## src/rtl/encoder_serial_tx.sv

```systemverilog
// ---------------------------------------------------------------------------
// encoder_serial_tx
// Transmit end of the (14,4) systematic block-code link. Accepts a 4-bit data
// word on a valid/ready handshake, encodes it to a 14-bit codeword and shifts
// the codeword out one bit per cycle with frame strobes. The parallel codeword
// is also exposed for loopback into the syndrome decoder.
//
// Optional build macro: ERR_INJECT_EN
//   Adds err_en/err_pos inputs. When err_en=1 and err_pos<=13 at accept, the
//   latched codeword bit err_pos is inverted (for exercising decoder correction).
//
// Ports:
//   clk          rising-edge clock
//   reset        asynchronous active-high reset
//   din[3:0]     data word
//   din_valid    din is valid
//   din_ready    block can accept din this cycle
//   cw[13:0]     codeword of the frame in flight or last sent
//   sdo          serial codeword bit (IDLE_LEVEL when no frame is active)
//   sdo_valid    sdo carries a codeword bit
//   sof / eof    first / last bit of a frame
//   frames_sent  completed frame count, wraps modulo 2^CNT_W
//   err_en, err_pos[3:0]   (ERR_INJECT_EN only) single-bit error injection
// ---------------------------------------------------------------------------
module encoder_serial_tx #(
  parameter bit          LSB_FIRST  = 1'b1,
  parameter bit          IDLE_LEVEL = 1'b0,
  parameter int unsigned CNT_W      = 16
) (
  input  logic             clk,
  input  logic             reset,
  input  logic [3:0]       din,
  input  logic             din_valid,
`ifdef ERR_INJECT_EN
  input  logic             err_en,
  input  logic [3:0]       err_pos,
`endif
  output logic             din_ready,
  output logic [13:0]      cw,
  output logic             sdo,
  output logic             sdo_valid,
  output logic             sof,
  output logic             eof,
  output logic [CNT_W-1:0] frames_sent
);

  localparam int unsigned CW_W     = 14;
  localparam logic [3:0]  LAST_BIT = 4'(CW_W - 1);

  typedef enum logic {IDLE, SHIFT} state_e;

  state_e            state_q, state_d;
  logic [3:0]        bit_cnt_q, bit_cnt_d;
  logic [CW_W-1:0]   cw_q, cw_d;
  logic [CNT_W-1:0]  frames_q, frames_d;
  logic              sdo_q, sdo_d;
  logic              sdo_valid_q, sdo_valid_d;
  logic              sof_q, sof_d;
  logic              eof_q, eof_d;
  logic              din_ready_q, din_ready_d;

  logic [CW_W-1:0]   enc_c;
  logic              accept_c;
  logic [3:0]        sel_c;

  // Systematic encoding: data in cw[13:10], parity p9..p0 in cw[9:0]
  always_comb begin
    enc_c = {din,
             din[0] ^ din[2] ^ din[3],
             din[2] ^ din[3],
             din[0] ^ din[1] ^ din[3],
             din[1] ^ din[3],
             din[0] ^ din[3],
             din[0] ^ din[1] ^ din[2],
             din[1] ^ din[2],
             din[0] ^ din[2],
             din[0] ^ din[1],
             din[0]};
`ifdef ERR_INJECT_EN
    // Positions 14/15 fall outside the codeword and are ignored
    if (err_en && (err_pos <= LAST_BIT)) begin
      enc_c = enc_c ^ (CW_W'(1) << err_pos);
    end
`endif
  end

  assign accept_c = din_valid & din_ready_q;

  // State register: FSM state, frame data, counter and registered outputs
  always_ff @(posedge clk or posedge reset) begin
    if (reset) begin
      state_q     <= IDLE;
      bit_cnt_q   <= '0;
      cw_q        <= '0;
      frames_q    <= '0;
      sdo_q       <= IDLE_LEVEL;
      sdo_valid_q <= 1'b0;
      sof_q       <= 1'b0;
      eof_q       <= 1'b0;
      din_ready_q <= 1'b1;
    end else begin
      state_q     <= state_d;
      bit_cnt_q   <= bit_cnt_d;
      cw_q        <= cw_d;
      frames_q    <= frames_d;
      sdo_q       <= sdo_d;
      sdo_valid_q <= sdo_valid_d;
      sof_q       <= sof_d;
      eof_q       <= eof_d;
      din_ready_q <= din_ready_d;
    end
  end

  // Next-state logic; a word accepted on the eof cycle chains with no gap
  always_comb begin
    state_d   = state_q;
    bit_cnt_d = bit_cnt_q;
    cw_d      = cw_q;
    frames_d  = frames_q;
    unique case (state_q)
      IDLE: begin
        if (accept_c) begin
          cw_d      = enc_c;
          bit_cnt_d = '0;
          state_d   = SHIFT;
        end
      end
      SHIFT: begin
        if (bit_cnt_q == LAST_BIT) begin
          frames_d  = frames_q + CNT_W'(1);
          bit_cnt_d = '0;
          if (accept_c) begin
            cw_d = enc_c;
          end else begin
            state_d = IDLE;
          end
        end else begin
          bit_cnt_d = bit_cnt_q + 4'(1);
        end
      end
      default: state_d = IDLE;
    endcase
  end

  // Output logic: computed from next-state values so the registered outputs
  // show the first bit in the cycle right after the accepting edge
  always_comb begin
    sdo_d       = IDLE_LEVEL;
    sdo_valid_d = 1'b0;
    sof_d       = 1'b0;
    eof_d       = 1'b0;
    sel_c       = LSB_FIRST ? bit_cnt_d : (LAST_BIT - bit_cnt_d);
    din_ready_d = (state_d == IDLE) || (bit_cnt_d == LAST_BIT);
    if (state_d == SHIFT) begin
      sdo_valid_d = 1'b1;
      sdo_d       = cw_d[sel_c];
      sof_d       = (bit_cnt_d == 4'd0);
      eof_d       = (bit_cnt_d == LAST_BIT);
    end
  end

  assign din_ready   = din_ready_q;
  assign cw          = cw_q;
  assign sdo         = sdo_q;
  assign sdo_valid   = sdo_valid_q;
  assign sof         = sof_q;
  assign eof         = eof_q;
  assign frames_sent = frames_q;

endmodule

```

## config.mk

```make
export PLATFORM = sky130hd
export DESIGN_NAME = encoder_serial_tx
export DESIGN_NICKNAME = d
export VERILOG_FILES = /design/src/rtl/encoder_serial_tx.sv
export SDC_FILE = /design/constraint.sdc
export NUM_CORES = 1
export LEC_CHECK = 0
export ABC_CLOCK_PERIOD_IN_PS = 2400
export BUFFER_PORTS_ARGS = -buffer_cell sky130_fd_sc_hd__buf_2
export CAP_MARGIN = 30
export CORE_MARGIN = 4
export CORE_UTILIZATION = 44
export CTS_BUF_LIST = sky130_fd_sc_hd__clkbuf_4
export CTS_CLUSTER_DIAMETER = 50
export DETAILED_ROUTE_END_ITERATION = 8
export MAX_ROUTING_LAYER = met4
export PLACE_DENSITY = 0.65
export SETUP_SLACK_MARGIN = 0.15
export SYNTH_ARGS = -nofsm -noshare
export SYNTH_HDL_FRONTEND = slang
export SYNTH_SLANG_ARGS = --single-unit
export TNS_END_PERCENT = 1
```

## constraint.sdc

```tcl
create_clock -name clk -period 2.4 [get_ports clk]
set_input_delay 0.36 -clock clk [delete_from_list [all_inputs] [get_ports clk]]
set_output_delay 0.36 -clock clk [all_outputs]
set_load 0.01 [all_outputs]
```

## Word-level counts from Yosys, hierarchy flattened

Cells that the tools add are included.

| word-level totals | value |
|---|---|
| output and inout port bits | 35 |
| word-level logic and storage cells | 44 |
| bits of input ports | 7 |
| register bits after elaboration | 40 |

| operators by class | value |
|---|---|
| bitwise logic cells | 12 |
| add/subtract/negate cells | 2 |
| equality and inequality tests | 2 |
| reductions and logical operators | 3 |
| order comparisons | 1 |
| muxes and demuxes | 15 |

Operators by type and width:

| cell | count |
|---|---|
| 14-bit two-way mux | 2 |
| 14-bit case mux with 2 select lines | 1 |
| 16-bit by 1-bit adder with 16-bit output, second input constant | 1 |
| 1-bit XOR | 9 |
| 4-bit equality test, second input constant | 2 |
| 4-bit two-way mux | 2 |
| 4-bit case mux with 2 select lines | 1 |
| 1-bit two-way mux | 7 |
| 4-bit by 5-bit less-than comparator with 1-bit output, second input constant | 1 |
| 4-bit by 1-bit adder with 4-bit output, second input constant | 1 |
| 1-bit binary-select mux with 4-bit select | 1 |
| 4-bit zero test | 1 |
| 1-bit NOT | 2 |
| 1-bit case mux with 2 select lines | 1 |
| 2-bit AND reduction | 1 |
| 1-bit AND | 1 |
| 1-bit logical OR | 1 |

## Depth between registers and ports, before layout

| depth | value |
|---|---|
| depth after elaboration | 8 |
| mapped depth | 8 |
| mapped depth without buffers | 7 |

## Worst setup path before layout

OpenSTA, ideal clock, no wires.

| timing | value |
|---|---|
| kind | flip-flop to flip-flop |
| from | reg din_ready_q, in the netlist din_ready |
| to | reg sdo_q, in the netlist sdo |
| data required time | 2.259 ns |
| arrival time | 1.698 ns |
| path slack | 0.561 ns |
| cell stages (with the launch flop) | 8 |
| buffers on the path | 1 |
| cell sequence | dfstp_2 -> nand2_1 -> a21o_1 -> buf_6 -> mux2_4 -> a32o_1 -> o21ai_2 -> a32oi_1 |

| on the way | value |
|---|---|
| longest elaborated chain between the ends | 7 |
| elaborated cells on any way between the ends | 12 |

Ends and longest elaborated chain:

| element | RTL line | source |
|---|---|---|
| start, declared | 60 | `logic din_ready_q, din_ready_d;` |
| start signal, assigned | 110 | `din_ready_q <= din_ready_d;` |
| 1-bit AND * | 87 | `assign accept_c = din_valid & din_ready_q;` |
| 14-bit two-way mux * | 122, 132 |  |
| 14-bit two-way mux | 129 | `if (bit_cnt_q == LAST_BIT) begin` |
| 14-bit case mux with 2 select lines * | 120 | `unique case (state_q)` |
| named net cw_d[13] | 54 | `logic [CW_W-1:0] cw_q, cw_d;` |
| 1-bit binary-select mux with 4-bit select * | 156 | `sdo_d = cw_d[sel_c];` |
| 1-bit two-way mux (implied by the code) * | 156 |  |
| 1-bit two-way mux * | 154 | `if (state_d == SHIFT) begin` |
| named net sdo_d | 56 | `logic sdo_q, sdo_d;` |
| end signal, assigned | 106 | `sdo_q <= sdo_d;` |
| end, declared | 56 |  |

The timed path passes the listed nets; every way through them passes the cells marked *. The select of a mux whose other input is x is not followed.
A chain may end at the register's enable or synchronous reset.

## Worst setup path in the final report

| timing | value |
|---|---|
| from | reg din_ready_q, in the netlist din_ready |
| to | reg sdo_q, in the netlist sdo |

| on the way | value |
|---|---|
| elaborated cells on any way between the ends | 12 |

RTL lines:

| element | RTL line | source |
|---|---|---|
| 1-bit AND | 87 |  |
| 4-bit two-way mux | 122 | `if (accept_c) begin` |
| 4-bit case mux with 2 select lines | 120 |  |
| named net bit_cnt_d[0] | 53 | `logic [3:0] bit_cnt_q, bit_cnt_d;` |
| 1-bit binary-select mux with 4-bit select | 156 |  |
| 1-bit two-way mux (implied by the code) | 156 |  |
| 1-bit two-way mux | 154 |  |
| named net sdo_d | 56 |  |

The timed path passes the listed nets, and every way through them passes these cells. The select of a mux whose other input is x is not followed.

==> results.md <==
- Via count: 1488
- Clk buf depth: 2
- WL final: 4.04 mm
- Antenna violations before repair: 0
- Starting Density: 46.8%
- Die Width: 74.4 um
- Pwr Density: 1130 nW/um2
- Max-slew headroom: 67.4%
- Area grow syn2layout: 15.9%
- Mapped Nets: 193
- HP Class: primary input to async pin
- Post-CTS setup buffers: 0
- Post-CTS Hold Buffers: 0
- Synthesized area: 1940 um2
- Post_cts resized: 0
- Global-route wire length before repair: 6.92 mm
- Sequential fraction of the synthesis area: 50.4%
- Worst Tran Pin Value: 0.489 ns
- Number of max-cap violations: 0
- Pins Over Slew Limit: 0
- Clock Skew: 0.00781 ns
- # diodes: 0
- TritonCTS clock tree: yes
- Vias in the first global route: 1455
- CP required: 2.66 ns
- Final Setup Violations: 0
- Dominant cell type by area after synthesis: dfrtp_1
- Synth area leaders: dfrtp_1 (49%), nand2_1 (6.6%), xnor2_1 (6.3%)
- GRT Overall Usage: 16.9%
- Vias per Instance: 5.31
- Num CTS Buffers: 5
- Crit path time final: 2.05 ns
- CP endpoint kind: flop
- Critical-path maximum fanout: 6
- Die Y: 74.4 um
- Row Count: 23
- TritonRoute pass-1 iters: 4
- RSZ-0062 raised after global routing: no
- WS Path Type: flop to flop
- CTS root buffer: clkbuf_4
- Outcome: finished, final reports clean
- Crit path DAT: 2.32 ns
- Yosys reg bits: 39
- Ratio of cells with drive above 1 in the final layout: 27.8%
- CTS H-tree depth: 2
- Max Freq: 487 MHz
- Fin. Hold Viols: 0
- Largest net degree at the start of global routing: 40
- Detailed Place HPWL: 3.04 mm
- Share of Yosys cell area claimed by the top area cell type: 49.0%
- # IOs: 42
- Fill count: 388
- Routability Congestion: 0.876
- TNS Setup: 0 ns
- Core Region: 4140 um2
- Total gr overflow: 0
- Antenna violation net count after detailed routing: 0
- Post-Synthesis Cells: 185
- Tcrit/Tclk final: 85.5%
- PnR Total Power: 2.54 mW
- Synth Warn #: 0
- Leak pwr: 1.13 nW
- PortBufs: 41
- Sink Count: 39
- Final net count: 237
- Drt initial violations: 70
- Cell variety after synth: 47
- Clock transition at path regs: 0.12 ns
- Worst skew pair latency: 0.34 ns
- Crit start category: flop
- Worst vdd rail ir drop: 0.456 mV
- DRC: 0
- Avg Cell Area, Syn: 10.5 um2
- Drt wl/cell: 14.4 um
- Die area: 5530 um2
routing by layer:
layer,wire length [um],global-route usage [%]
met1,1850,22.7
met2,1870,24.7
met3,266,4.86
met4,55,5.14
met5,0,-
registers in the layout, indices dropped and copies added, names as in the netlist:
name / flops
sdo_valid: 1
eof: 1
sof: 1
din_ready: 1
frames_sent: 16
sdo: 1
cw: 14
bit_cnt_q: 4
final timing paths:
kind / startpoint / to / slack, ns / cells after the start
max in group asynchronous: reset / bit_cnt_q[0] / 1.93 / 3
min in group clk: din[1] / cw[11] / 0.32 / 3
hold reg to reg: frames_sent[15] / frames_sent[15] / 0.47 / 1
hold / removal: reset / sof / 0.12 / 3
setup reg to reg: din_ready / sdo / 0.35 / 6
setup / recovery: din_ready / sdo / 0.35 / 6
report_power, final:
part | internal [mW] | switching (mW) | total (mW)
Combinational | 0.505 | 0.643 | 1.15
Clock | 0.120 | 0.210 | 0.330
Sequential | 0.860 | 0.201 | 1.06
Yosys cell counts, drive strengths merged:
master   count
nand4b       2
mux2i        2
o211ai       2
o21a         1
nor3b        1
nor2b        2
a2bb2oi      1
dfrtp       38
a21boi       1
ha           1
buf          5
mux2         5
xnor2       14
dfstp        1
nand4        3
nand3        7
nor3         5
a211oi       2
a21o         3
and3         2
a31oi        1
nand4bb      1
and4         1
inv          6
o21ai        8
clkbuf       3
nand2       34
xor2         9
o31a         1
nor2        10
a32oi        1
o31ai        1
nand2b       1
a21oi        4
o2111ai      1
xnor3        1
a32o         1
o311ai       2
o22ai        1
cells by family (layout without fill, tap and decap cells):
family                   count (synthesis)  after routing  share of synthesized area (%)
AND/OR/NAND/NOR                         69             69                           17.5
flip-flops                              39             39                           50.4
XOR/XNOR                                24             24                           11.5
buffers and inverters                   14             59                           3.48
multiplexers                             7              7                           4.77
AO/OA/AOI/OAI                           31             31                           11.6
adder cells (fa/ha/maj)                  1              1                          0.645
worst max-delay path, cell delays in order (launching register included):
cell,delay (ns)
dfstp_2,0.55
a21oi_1,0.14
mux2i_4,0.28
inv_1,0.18
o311ai_0,0.41
o2111ai_1,0.18
a32oi_1,0.23
through the flow:
step / area (um2) / hold WS (ns) / utilization (%) / instances / worst slack [ns]
4_1_cts: 2240 / 0.118 / 54.2 / 280 / 0.337
2_1_floorplan: 1940 / 0.504 / - / 185 / 0.561
3_5_place_dp: 2190 / 0.458 / 52.9 / 272 / 0.349
5_1_grt: 2250 / 0.143 / 54.2 / 280 / 0.166
3_3_place_gp: 2190 / 0.454 / 52.9 / 272 / 0.356
6_report: 2250 / 0.117 / 54.2 / 280 / 0.349
cells in the final DEF, fill, tap and decap left out, types with 6 or more instances in the layout:
cell,n
o21ai_0,7
nand3_1,7
clkbuf_4,6
buf_2,41
inv_1,6
nor2_1,10
dfrtp_1,36
xnor2_1,14
xor2_1,9
nand2_1,34
cell type report:
type | instances | area [um2] | area share, %
clock buffer | 6 | 45.0 | 2.00
sequential | 39 | 980 | 43.6
timing repair buffer | 45 | 235 | 10.5
multi-input combinational | 132 | 895 | 39.8
tap | 50 | 62.6 | 2.78
clock inverter | 2 | 7.51 | 0.334
inverter | 6 | 22.5 | 1.00
No activity file was read; power rests on OpenSTA's default activity.
